**src/rtl/output_pack_writer_pkg.sv**
```systemverilog
// Shared types and helpers for the packed output writer.
package output_pack_writer_pkg;

    typedef enum logic [2:0] {
        S_IDLE   = 3'b001,
        S_CONFIG = 3'b010,
        S_WORK   = 3'b100
    } state_t;

    function automatic int clog2(input int v);
        int r;
        r = 0;
        while ((1 << r) < v) r = r + 1;
        return r;
    endfunction

    // Base word address of a part inside a bank.
    function automatic logic [31:0] part_base(
        input logic        bank,
        input logic [31:0] part,
        input int unsigned nparts,
        input int unsigned pdepth
    );
        return ({31'd0, bank} * nparts + part) * pdepth;
    endfunction

endpackage

```
**src/rtl/output_pack_writer_byte_packer.sv**
```systemverilog
// One channel of the packer: collects beats into a wide word, lane chosen by parent.
module byte_packer #(
    parameter int DATA_WIDTH_I = 8,
    parameter int PACK         = 8,
    parameter int LANE_W       = 3
) (
    input  logic                         clk,
    input  logic                         rst_n,
    input  logic                         i_clear,
    input  logic                         i_en,
    input  logic [LANE_W-1:0]            i_lane,
    input  logic [DATA_WIDTH_I-1:0]      i_din,
    output logic [DATA_WIDTH_I*PACK-1:0] o_word
);

    logic [DATA_WIDTH_I*PACK-1:0] r_word;
    logic [DATA_WIDTH_I*PACK-1:0] w_word;

    // Merged view includes the beat arriving this cycle, so a completed
    // word is available to the parent without an extra stage.
    always_comb begin
        w_word = r_word;
        if (i_en) w_word[i_lane*DATA_WIDTH_I +: DATA_WIDTH_I] = i_din;
    end

    always_ff @(posedge clk) begin
        if (!rst_n)       r_word <= '0;
        else if (i_clear) r_word <= '0;
        else if (i_en)    r_word <= w_word;
    end

    assign o_word = w_word;

endmodule

```
**src/rtl/output_pack_writer.sv**
```systemverilog
// Packs NUM_CH beat streams into wide words and writes them with tiled addressing.
module output_pack_writer
    import output_pack_writer_pkg::*;
#(
    parameter int DATA_WIDTH_I = 8,
    parameter int PACK         = 8,
    parameter int NUM_CH       = 2,
    parameter int ADDR_WIDTH   = 13,
    parameter int NUM_PARTS    = 4,
    parameter int PART_DEPTH   = 1024,
    parameter int CFG_W        = 8
) (
    input  logic                                 clk,
    input  logic                                 rst_n,
    input  logic                                 start,
    input  logic [CFG_W-1:0]                     cfg_width,
    input  logic [CFG_W-1:0]                     cfg_height,
    input  logic [CFG_W-1:0]                     cfg_depth,
    input  logic                                 cfg_pingpong,
    input  logic                                 en_in,
    input  logic [NUM_CH*DATA_WIDTH_I-1:0]       din,
    output logic                                 busy,
    output logic                                 tile_done,
    output logic                                 job_done,
    output logic                                 ovf_err,
    output logic                                 en_wr,
    output logic [ADDR_WIDTH-1:0]                addr_wr,
    output logic [NUM_CH*DATA_WIDTH_I*PACK-1:0]  dout
);

    localparam int DWO    = DATA_WIDTH_I * PACK;
    localparam int LANE_W = (clog2(PACK) < 1) ? 1 : clog2(PACK);
    localparam int PART_W = (clog2(NUM_PARTS) < 1) ? 1 : clog2(NUM_PARTS);
    localparam int OFF_W  = (clog2(PART_DEPTH) < 1) ? 1 : clog2(PART_DEPTH);
    localparam int ROW_W  = 2 * CFG_W;

    state_t r_state, w_next;

    logic [LANE_W-1:0]       r_lane;
    logic [CFG_W-1:0]        r_width, r_height, r_depth;
    logic [CFG_W-1:0]        r_col, r_row, r_tile;
    logic [PART_W-1:0]       r_part;
    logic [ROW_W-1:0]        r_row_off;
    logic                    r_bank, r_pp;
    logic                    r_en_wr, r_tile_done, r_job_done, r_ovf;
    logic [ADDR_WIDTH-1:0]   r_addr;
    logic [NUM_CH*DWO-1:0]   r_dout;

    logic                    w_cfg, w_beat, w_word;
    logic                    w_last_col, w_last_part, w_last_row, w_last_tile;
    logic                    w_tile_end, w_job_end, w_ovf;
    logic [ROW_W-1:0]        w_sum;
    logic [ROW_W:0]          w_end;
    logic [31:0]             w_base;
    logic [ADDR_WIDTH-1:0]   w_addr;
    logic [NUM_CH*DWO-1:0]   w_packed;

    assign w_cfg  = (r_state == S_CONFIG);
    assign w_beat = en_in && (r_state == S_WORK);
    assign w_word = w_beat && (r_lane == LANE_W'(PACK - 1));

    assign w_last_col  = (r_col  == r_width  - CFG_W'(1));
    assign w_last_part = (r_part == PART_W'(NUM_PARTS - 1));
    assign w_last_row  = (r_row  == r_height - CFG_W'(1));
    assign w_last_tile = (r_tile == r_depth  - CFG_W'(1));
    assign w_tile_end  = w_word && w_last_col && w_last_part && w_last_row;
    assign w_job_end   = w_tile_end && w_last_tile;

    // Row offset wraps inside the part; overflow is only flagged.
    assign w_sum  = r_row_off + {{CFG_W{1'b0}}, r_col};
    assign w_end  = {1'b0, r_row_off} + {{(CFG_W + 1){1'b0}}, r_width};
    assign w_ovf  = (w_end > (ROW_W + 1)'(PART_DEPTH));
    assign w_base = part_base(r_bank, 32'(r_part), NUM_PARTS, PART_DEPTH);
    assign w_addr = w_base[ADDR_WIDTH-1:0]
                  + {{(ADDR_WIDTH - OFF_W){1'b0}}, w_sum[OFF_W-1:0]};

    genvar ch;
    generate
        for (ch = 0; ch < NUM_CH; ch++) begin : g_ch
            byte_packer #(
                .DATA_WIDTH_I (DATA_WIDTH_I),
                .PACK         (PACK),
                .LANE_W       (LANE_W)
            ) u_packer (
                .clk     (clk),
                .rst_n   (rst_n),
                .i_clear (w_cfg),
                .i_en    (w_beat),
                .i_lane  (r_lane),
                .i_din   (din[ch*DATA_WIDTH_I +: DATA_WIDTH_I]),
                .o_word  (w_packed[ch*DWO +: DWO])
            );
        end
    endgenerate

    always_ff @(posedge clk) begin
        if (!rst_n) r_state <= S_IDLE;
        else        r_state <= w_next;
    end

    always_comb begin
        w_next = r_state;
        unique case (r_state)
            S_IDLE:   if (start) w_next = S_CONFIG;
            S_CONFIG: w_next = S_WORK;
            S_WORK:   if (w_job_end) w_next = S_IDLE;
            default:  w_next = S_IDLE;
        endcase
    end

    always_ff @(posedge clk) begin
        if (!rst_n) begin
            r_lane      <= '0;
            r_width     <= '0;
            r_height    <= '0;
            r_depth     <= '0;
            r_col       <= '0;
            r_row       <= '0;
            r_tile      <= '0;
            r_part      <= '0;
            r_row_off   <= '0;
            r_bank      <= 1'b0;
            r_pp        <= 1'b0;
            r_en_wr     <= 1'b0;
            r_tile_done <= 1'b0;
            r_job_done  <= 1'b0;
            r_ovf       <= 1'b0;
            r_addr      <= '0;
            r_dout      <= '0;
        end else begin
            r_en_wr     <= w_word;
            r_tile_done <= w_tile_end;
            r_job_done  <= w_job_end;
            if (w_word) begin
                r_dout <= w_packed;
                r_addr <= w_addr;
            end
            if (w_cfg) begin
                r_width   <= (cfg_width  == '0) ? CFG_W'(1) : cfg_width;
                r_height  <= (cfg_height == '0) ? CFG_W'(1) : cfg_height;
                r_depth   <= (cfg_depth  == '0) ? CFG_W'(1) : cfg_depth;
                r_pp      <= cfg_pingpong;
                r_lane    <= '0;
                r_col     <= '0;
                r_row     <= '0;
                r_tile    <= '0;
                r_part    <= '0;
                r_row_off <= '0;
                r_bank    <= 1'b0;
                r_ovf     <= 1'b0;
            end else if (w_beat) begin
                r_lane <= w_word ? '0 : r_lane + LANE_W'(1);
                if (w_word) begin
                    if (w_ovf) r_ovf <= 1'b1;
                    if (!w_last_col) begin
                        r_col <= r_col + CFG_W'(1);
                    end else begin
                        r_col <= '0;
                        if (!w_last_part) begin
                            r_part <= r_part + PART_W'(1);
                        end else begin
                            r_part <= '0;
                            if (!w_last_row) begin
                                r_row     <= r_row + CFG_W'(1);
                                r_row_off <= r_row_off + {{CFG_W{1'b0}}, r_width};
                            end else begin
                                r_row     <= '0;
                                r_row_off <= '0;
                                r_tile    <= r_tile + CFG_W'(1);
                                if (r_pp) r_bank <= ~r_bank;
                            end
                        end
                    end
                end
            end
        end
    end

    assign busy      = (r_state == S_CONFIG) || (r_state == S_WORK);
    assign tile_done = r_tile_done;
    assign job_done  = r_job_done;
    assign ovf_err   = r_ovf;
    assign en_wr     = r_en_wr;
    assign addr_wr   = r_addr;
    assign dout      = r_dout;

endmodule
```
**config.mk**
```make
export PLATFORM = sky130hd
export DESIGN_NAME = output_pack_writer
export DESIGN_NICKNAME = d
export VERILOG_FILES = /design/src/rtl/output_pack_writer_pkg.sv /design/src/rtl/output_pack_writer_byte_packer.sv /design/src/rtl/output_pack_writer.sv
export SDC_FILE = /design/constraint.sdc
export NUM_CORES = 1
export LEC_CHECK = 0
export ABC_AREA = 1
export CAP_MARGIN = 20
export CORE_ASPECT_RATIO = 1.1
export CORE_UTILIZATION = 27
export CTS_BUF_LIST = sky130_fd_sc_hd__clkbuf_8
export DETAILED_ROUTE_END_ITERATION = 16
export PLACE_DENSITY = 0.48
export SLEW_MARGIN = 0
export SYNTH_ARGS = -nofsm -noshare
export SYNTH_HDL_FRONTEND = slang
export SYNTH_SLANG_ARGS = --single-unit
```
**constraint.sdc**
```tcl
create_clock -name clk -period 3.1 [get_ports clk]
set_clock_uncertainty 0.2 [all_clocks]
set_input_delay 0.775 -clock clk [delete_from_list [all_inputs] [get_ports clk]]
set_output_delay 0.775 -clock clk [all_outputs]
set_load 0.01 [all_outputs]
```
==> flow_summary_export.csv, run 1 <==
group,metric,value,unit
outcome,status,"finished clean",
cts,clockBufferDepth,3,
place,post_dp_cell_area,18200,sq um
global_routing,grt_pass1_vias,13500,
floorplanning,die_area,57000,sq um
setup_path,worst_r2r_path_depth,15,
timing,finalCritPeriodShare,0.966,
synth,synthArstFlopShare,0,
finish,area_growth,29.4,%
min_path,hold_path_class,"reg -> reg",
drt,viasPerCell,4.44,
synth,syn-cell-area,15100,sq um
timing,drv_slew,0,
cts,clock-sinks,347,
floorplanning,io_pins,191,
synth,syn_inst,2057,
global_routing,grt_max_degree,164,
drt,dr.pass1.iters,6,
cts,root_buffer,"clkbuf_8",
drt,vias,13600,
setup_path,crit_required,2.12,ns
cts,path_clk_slew,0.06,ns
drt,wire_per_inst,15.5,um
pwr,p_per_area,506,nW/um^2
floorplanning,start_util,0.275,
drt,wirelength,47500,um
pwr,peakVddDrop,200,uV
synth,ys_ff_latch,347,
synth,syn_nets,2131,
global_routing,grt.total_usage,0.168,
global_routing,antenna_found_initial,3,
floorplanning,die_y,250,um
setup_path,crit_arrival,2.02,ns
drt,drcViolationCount,0,
floorplanning,fp.dieW,228,um
cts,post_cts_buffers,0,
timing,setup_viol,0,
pwr,power,9900,uW
timing,setup_slack,0.106,ns
setup_path,reg2reg_from,"r_lane[0]",
cts,insertion_delay,0.62,ns
synth,synth_edf_count,0,
synth,synth_cell_types,46,
setup_path,crit_chain,"inv_1, nor3_2, buf_6, or2_2, clkdlybuf4s50_1",
floorplanning,core-area,55100,sq um
floorplanning,rows,90,
place,post-dp-hpwl,33700,um
finish,nets,2351,
setup_path,cp_max_fo,21,
synth,ys_seq_area_frac,0.459,
timing,max_freq,334,MHz
finish,postLayoutCellArea,19600,sq um
setup_path,crit_slowest_cell,"clkdlybuf4s50_1",
timing,tightest_slew,0.801,ns
timing,hold_violations,0,
setup_path,critical_path_class,"reg -> out",
global_routing,grt_overflow_total,0,
setup_path,startpoint,"r_state[1]",
timing,period_minus_slack,2.99,ns
drt,ant_nets,0,
timing,slew_headroom,0.466,
pwr,p_leak,0.00860,uW
setup_path,startpoint_type,"flop",
finish,drive_above_1_share,0.0786,
place,io_buffers,190,
setup_path,cp-endpoint,"busy",
min_path,min_path_cells,2,
drt,first_iter_violations,658,
place,dp_slack,0.114,ns
synth,synth_flop_cell,"dfxtp_1",
cts,h-tree-depth,3,
setup_path,crit_path_end_kind,"output port",
place,gp_congestion,0.858,
flow_run,maxCapViolCount,0,
setup_path,cp_slowest_stage_delay,0.52,ns
setup_path,reg2reg_to,"dout[52]",
cts,cts_tree,"built",
synth,ys.warnings.count,0,
synth,avgSynthCellArea,7.35,sq um
global_routing,grt_first_pass_wirelength,74800,um
setup_path,r2r_setup_slack,0.24,ns
cts,cts_made_buffers,67,
cells in the mapped netlist (all sizes together), types with 4 or more instances:
master  instances  share of area
a211oi          7         0.0035
a21oi         110          0.036
buf            37          0.012
clkbuf         65          0.016
dfxtp         347           0.46
ha             27          0.022
inv           300          0.074
mux2i          19          0.013
nand2         396          0.099
nand3          88          0.030
nand4          18         0.0074
nor2          283          0.073
nor3           32          0.012
nor4            5         0.0025
o211ai         95          0.047
o21ai         151          0.050
o21bai          4         0.0020
o22ai           4         0.0017
o31ai           6         0.0030
xnor2          16         0.0093
xor2           28          0.016
per-layer routing:
layer	part of all wire	up-vias	wire [um]	track usage
li1	-	7065	-	-
met1	0.46	6182	22000	0.218
met2	0.47	291	22200	0.279
met3	0.054	57	2580	0.0357
met4	0.015	6	691	0.0468
met5	0.00074	-	35	0
cells in the final DEF, fill, tap and decap left out, types with 7 or more instances in the layout:
cell / synthesis / layout
o21ai_0: 140 / 140
a211oi_1: 7 / 7
a21oi_1: 110 / 110
nand4_1: 18 / 18
inv_1: 296 / 320
nor3_1: 29 / 28
buf_4: 2 / 49
buf_12: 0 / 14
clkdlybuf4s50_1: 0 / 189
nand3_1: 86 / 85
clkbuf_8: 0 / 83
ha_1: 27 / 27
dfxtp_1: 347 / 347
xnor2_1: 16 / 16
o211ai_1: 95 / 95
nand2_1: 393 / 393
o21ai_1: 11 / 11
mux2i_1: 19 / 19
xor2_1: 28 / 28
nor2_1: 277 / 277
report_power, final:
| group | internal (uW) | total, uW | leakage, uW | switching, uW |
|---|---|---|---|---|
| registers | 4500 | 4550 | 0.00280 | 45.9 |
| clock network | 2590 | 4630 | 0.000796 | 2040 |
| logic | 259 | 722 | 0.00500 | 463 |
logic make-up (layout without fill, tap and decap cells):
kind of cell | count (synthesis) | count (layout) | synth area share
AND/OR/NAND/NOR | 830 | 830 | 0.226
buffers and inverters | 404 | 674 | 0.103
AO/OA/AOI/OAI | 383 | 383 | 0.147
flip-flops | 347 | 347 | 0.459
XOR/XNOR | 45 | 45 | 0.0270
adder cells (fa/ha/maj) | 29 | 29 | 0.0250
multiplexers | 19 | 19 | 0.0126
other | 0 | 1 | 0
flip-flops by register name, summed over array words and instances, names as in the netlist:
signal / flops
addr_wr: 13
dout: 128
en_wr: 1
g_ch.u_packer.r_word: 128
job_done: 1
ovf_err: 1
r_bank: 1
r_col: 8
r_depth: 8
r_height: 8
r_lane: 3
r_part: 2
r_pp: 1
r_row: 8
r_row_off: 16
r_state: 3
r_tile: 8
r_width: 8
tile_done: 1
worst max-delay path: cells and delay by family, from the launching register on:
| kind | cells | cell delay, ns |
|---|---|---|
| and+or+nand+nor | 2 | 0.28 |
| DFF | 1 | 0.34 |
| buffers and inverters | 3 | 0.79 |
through the flow:
stage,utilization,std cells,hold slack (ns),setup TNS [ns]
2_1_floorplan,-,2057,0.245,0
3_3_place_gp,0.330,2944,0.259,0
3_5_place_dp,0.330,2944,0.267,0
4_1_cts,0.355,3063,0.279,0
5_1_grt,0.355,3063,0.301,-0.0801
6_report,0.355,3064,0.265,0
layout make-up:
cell class | count | area [sq um]
fillers | 5862 | 35500
flip-flops and latches | 347 | 6950
multi-input cells | 1306 | 6650
repair buffers | 253 | 2550
clock buffers | 83 | 1140
inverters | 302 | 1140
well taps | 736 | 921
clock inverters | 36 | 218
diodes | 1 | 2.50
how the worst min path moves through the flow:
stage | startpoint | to | slack (ns)
global route | g_ch[1].u_packer.r_word[14] | g_ch[1].u_packer.r_word[14] | 0.30
detailed placement | g_ch[1].u_packer.r_word[14] | g_ch[1].u_packer.r_word[14] | 0.27
global placement | g_ch[0].u_packer.r_word[57] | g_ch[0].u_packer.r_word[57] | 0.26
finish | ovf_err | ovf_err | 0.27
floorplan | r_pp | r_pp | 0.24
CTS | g_ch[1].u_packer.r_word[14] | g_ch[1].u_packer.r_word[14] | 0.28
repair_timing:
| item | 4_1_cts | 5_1_grt |
|---|---|---|
| hold buffers | 0 | 0 |
| setup endpoints to repair | 0 | 14 |
| gates resized for setup | 0 | 5 |
Power figures use the tool's default switching activity.
==> run 2: changes to the inputs <==
--- a/config.mk
+++ b/config.mk
@@ -12,7 +12,7 @@
 export CTS_BUF_LIST = sky130_fd_sc_hd__clkbuf_8
 export DETAILED_ROUTE_END_ITERATION = 16
 export PLACE_DENSITY = 0.48
-export SLEW_MARGIN = 0
+export RECOVER_POWER = 25
 export SYNTH_ARGS = -nofsm -noshare
 export SYNTH_HDL_FRONTEND = slang
 export SYNTH_SLANG_ARGS = --single-unit
==> constraint.sdc (replaced) <==
create_clock -name clk -period 3.1 [get_ports clk]
set_clock_uncertainty 0.2 [all_clocks]
set_input_delay 0.62 -clock clk [delete_from_list [all_inputs] [get_ports clk]]
set_output_delay 0.62 -clock clk [all_outputs]
set_load 0.01 [all_outputs]
==> run 2 against run 1 <==
Effect of this change:
- register-to-register slack improved by 0.07 ns
- via count shrank 0.14%
- combinational power decreased by 2%
- final area is 0.74% lower
- first-iteration DRC count grew 21%
- worst hold slack worse by 0.022 ns
- flip-flop and latch count stayed put
- fmax up 3.4%
- setup slack improved by 0.098 ns
- core utilization is 0.26 points lower
- critical path depth stayed put
- final cell count decreased by 0.16%
- largest cell class unchanged
- largest power group unchanged
- highest routed layer unchanged
==> flow_summary_export.csv, run 2 (synthesis gave the netlist of run 1 again) <==
group,metric,value,unit
drt,first_iter_violations,796,
pwr,p_leak,0.00878,uW
min_path,hold_path_class,"in -> reg",
cts,clockBufferDepth,3,
floorplanning,io_pins,191,
drt,ant_nets,0,
setup_path,startpoint,"r_state[1]",
global_routing,antenna_found_initial,2,
timing,finalCritPeriodShare,0.934,
finish,drive_above_1_share,0.0762,
setup_path,crit_chain,"inv_1, nor3_2, buf_4, or2_2, clkdlybuf4s50_1",
global_routing,grt.total_usage,0.166,
cts,cts_made_buffers,68,
pwr,power_frac_seq,0.454,
setup_path,crit_slowest_cell,"clkdlybuf4s50_1",
place,io_buffers,190,
global_routing,grt_overflow_total,0,
outcome,status,"finished clean",
setup_path,crit_required,2.28,ns
setup_path,critical_path_class,"reg -> out",
cts,clock-sinks,347,
place,gp_congestion,0.847,
pwr,p_per_area,516,nW/um^2
timing,period_minus_slack,2.90,ns
finish,final_common_cell,"nand2_1",
cts,post_cts_buffers,0,
cts,cts_tree,"built",
drt,dr.pass1.iters,5,
timing,drv_slew,0,
cts,cts_resized,0,
setup_path,crit_path_end_kind,"output port",
setup_path,cp_max_fo,21,
cts,h-tree-depth,3,
cts,root_buffer,"clkbuf_8",
floorplanning,core-area,55100,sq um
finish,diodes,0,
pwr,p_sw_frac,0.256,
floorplanning,die_y,250,um
global_routing,grt_pass1_vias,13400,
global_routing,grt_max_degree,164,
global_routing,grt_first_pass_wirelength,74000,um
cts,insertion_delay,0.63,ns
timing,tightest_slew,0.857,ns
pwr,p_clk_frac,0.475,
min_path,min-delay-start,"rst_n",
pwr,intPower,7450,uW
floorplanning,rows,90,
timing,tns,0,ns
setup_path,cp_slowest_stage_delay,0.52,ns
finish,stdcell_count,3059,
setup_path,startpoint_type,"flop",
drt,drcViolationCount,0,
timing,setup_viol,0,
flow_run,maxCapViolCount,0,
cts,path_clk_slew,0.06,ns
pwr,peakVddDrop,267,uV
finish,final_cell_mix,"nand2_1 (393), dfxtp_1 (346), inv_1 (317)",
drt,viasPerCell,4.44,
timing,slew_headroom,0.429,
timing,grt_setup_unrepaired,"false",
finish,area_growth,28.4,%
floorplanning,start_util,0.275,
drt,wirelength,46900,um
finish,nets,2347,
place,post-dp-hpwl,33500,um
place,place_inst,2939,
timing,max_freq,345,MHz
pwr,netSwitchingPower,2560,uW
drt,vias,13600,
floorplanning,die_area,57000,sq um
timing,hold_violations,0,
setup_path,crit_arrival,2.08,ns
setup_path,reg2reg_from,"r_lane[0]",
pwr,combPwrFrac,0.071,
floorplanning,fp.dieW,228,um
finish,nFillCells,5787,
drt,wire_per_inst,15.3,um
cts,cts_hold_buffers,0,
-- run 2: changes by cell type in the layout (fill, tap and decap cells not counted), sizes merged --
cell / delta
inv: -4
clkinv: +1
dlygate4sd3: +69
clkbuf: +7
clkdlybuf4s50: -69
diode: -1
bufinv: +1
buf: -11
clkinvlp: +2
-- run 2: layer usage --
layer	routed length (um)	GRT usage	vias to the layer above
met3	2470	0.0381	68
met1	21900	0.214	6170
li1	-	-	7039
met4	987	0.0573	4
met5	34	0	-
met2	21600	0.271	301
-- run 2: worst max-delay path, delay by kind of cell, from the launching register on --
kind / cells / cell delay [ns]
simple gates: 2 / 0.28
buf+inv: 3 / 0.83
flops: 1 / 0.35
-- run 2: power groups by stage --
stage	Clock, uW	Combinational [uW]	Sequential, uW
floorplan	0	488	4620
global placement	0	715	4640
detailed placement	0	719	4640
CTS	4930	724	4550
global route	5140	804	4550
finish	4760	708	4550
-- run 2: worst paths after layout --
| check | to | slack (ns) | cells after the start |
|---|---|---|---|
| min | r_state[2] | 0.24 | 4 |
| min reg2reg | ovf_err | 0.27 | 2 |
| max | busy | 0.20 | 5 |
| max reg2reg | dout[20] | 0.31 | 14 |
-- run 2: per-stage QoR --
stage	util	instance area, sq um	power [uW]	hold WS (ns)	worst slack (ns)
floorplan	-	15100	5110	0.245	0.488
global placement	0.328	18100	5360	0.260	0.128
detailed placement	0.328	18100	5360	0.266	0.103
CTS	0.353	19500	10200	0.182	0.125
global route	0.353	19400	10500	0.240	0.0535
finish	0.353	19400	10000	0.243	0.203
-- run 2: cell type report --
cell class / count / area [sq um] / area share
flip-flops and latches: 347 / 6950 / 0.358
repair buffers: 248 / 2380 / 0.123
clock inverters: 36 / 248 / 0.0128
clock buffers: 84 / 1160 / 0.0595
well taps: 736 / 921 / 0.0474
multi-input cells: 1306 / 6630 / 0.341
inverters: 302 / 1140 / 0.0586
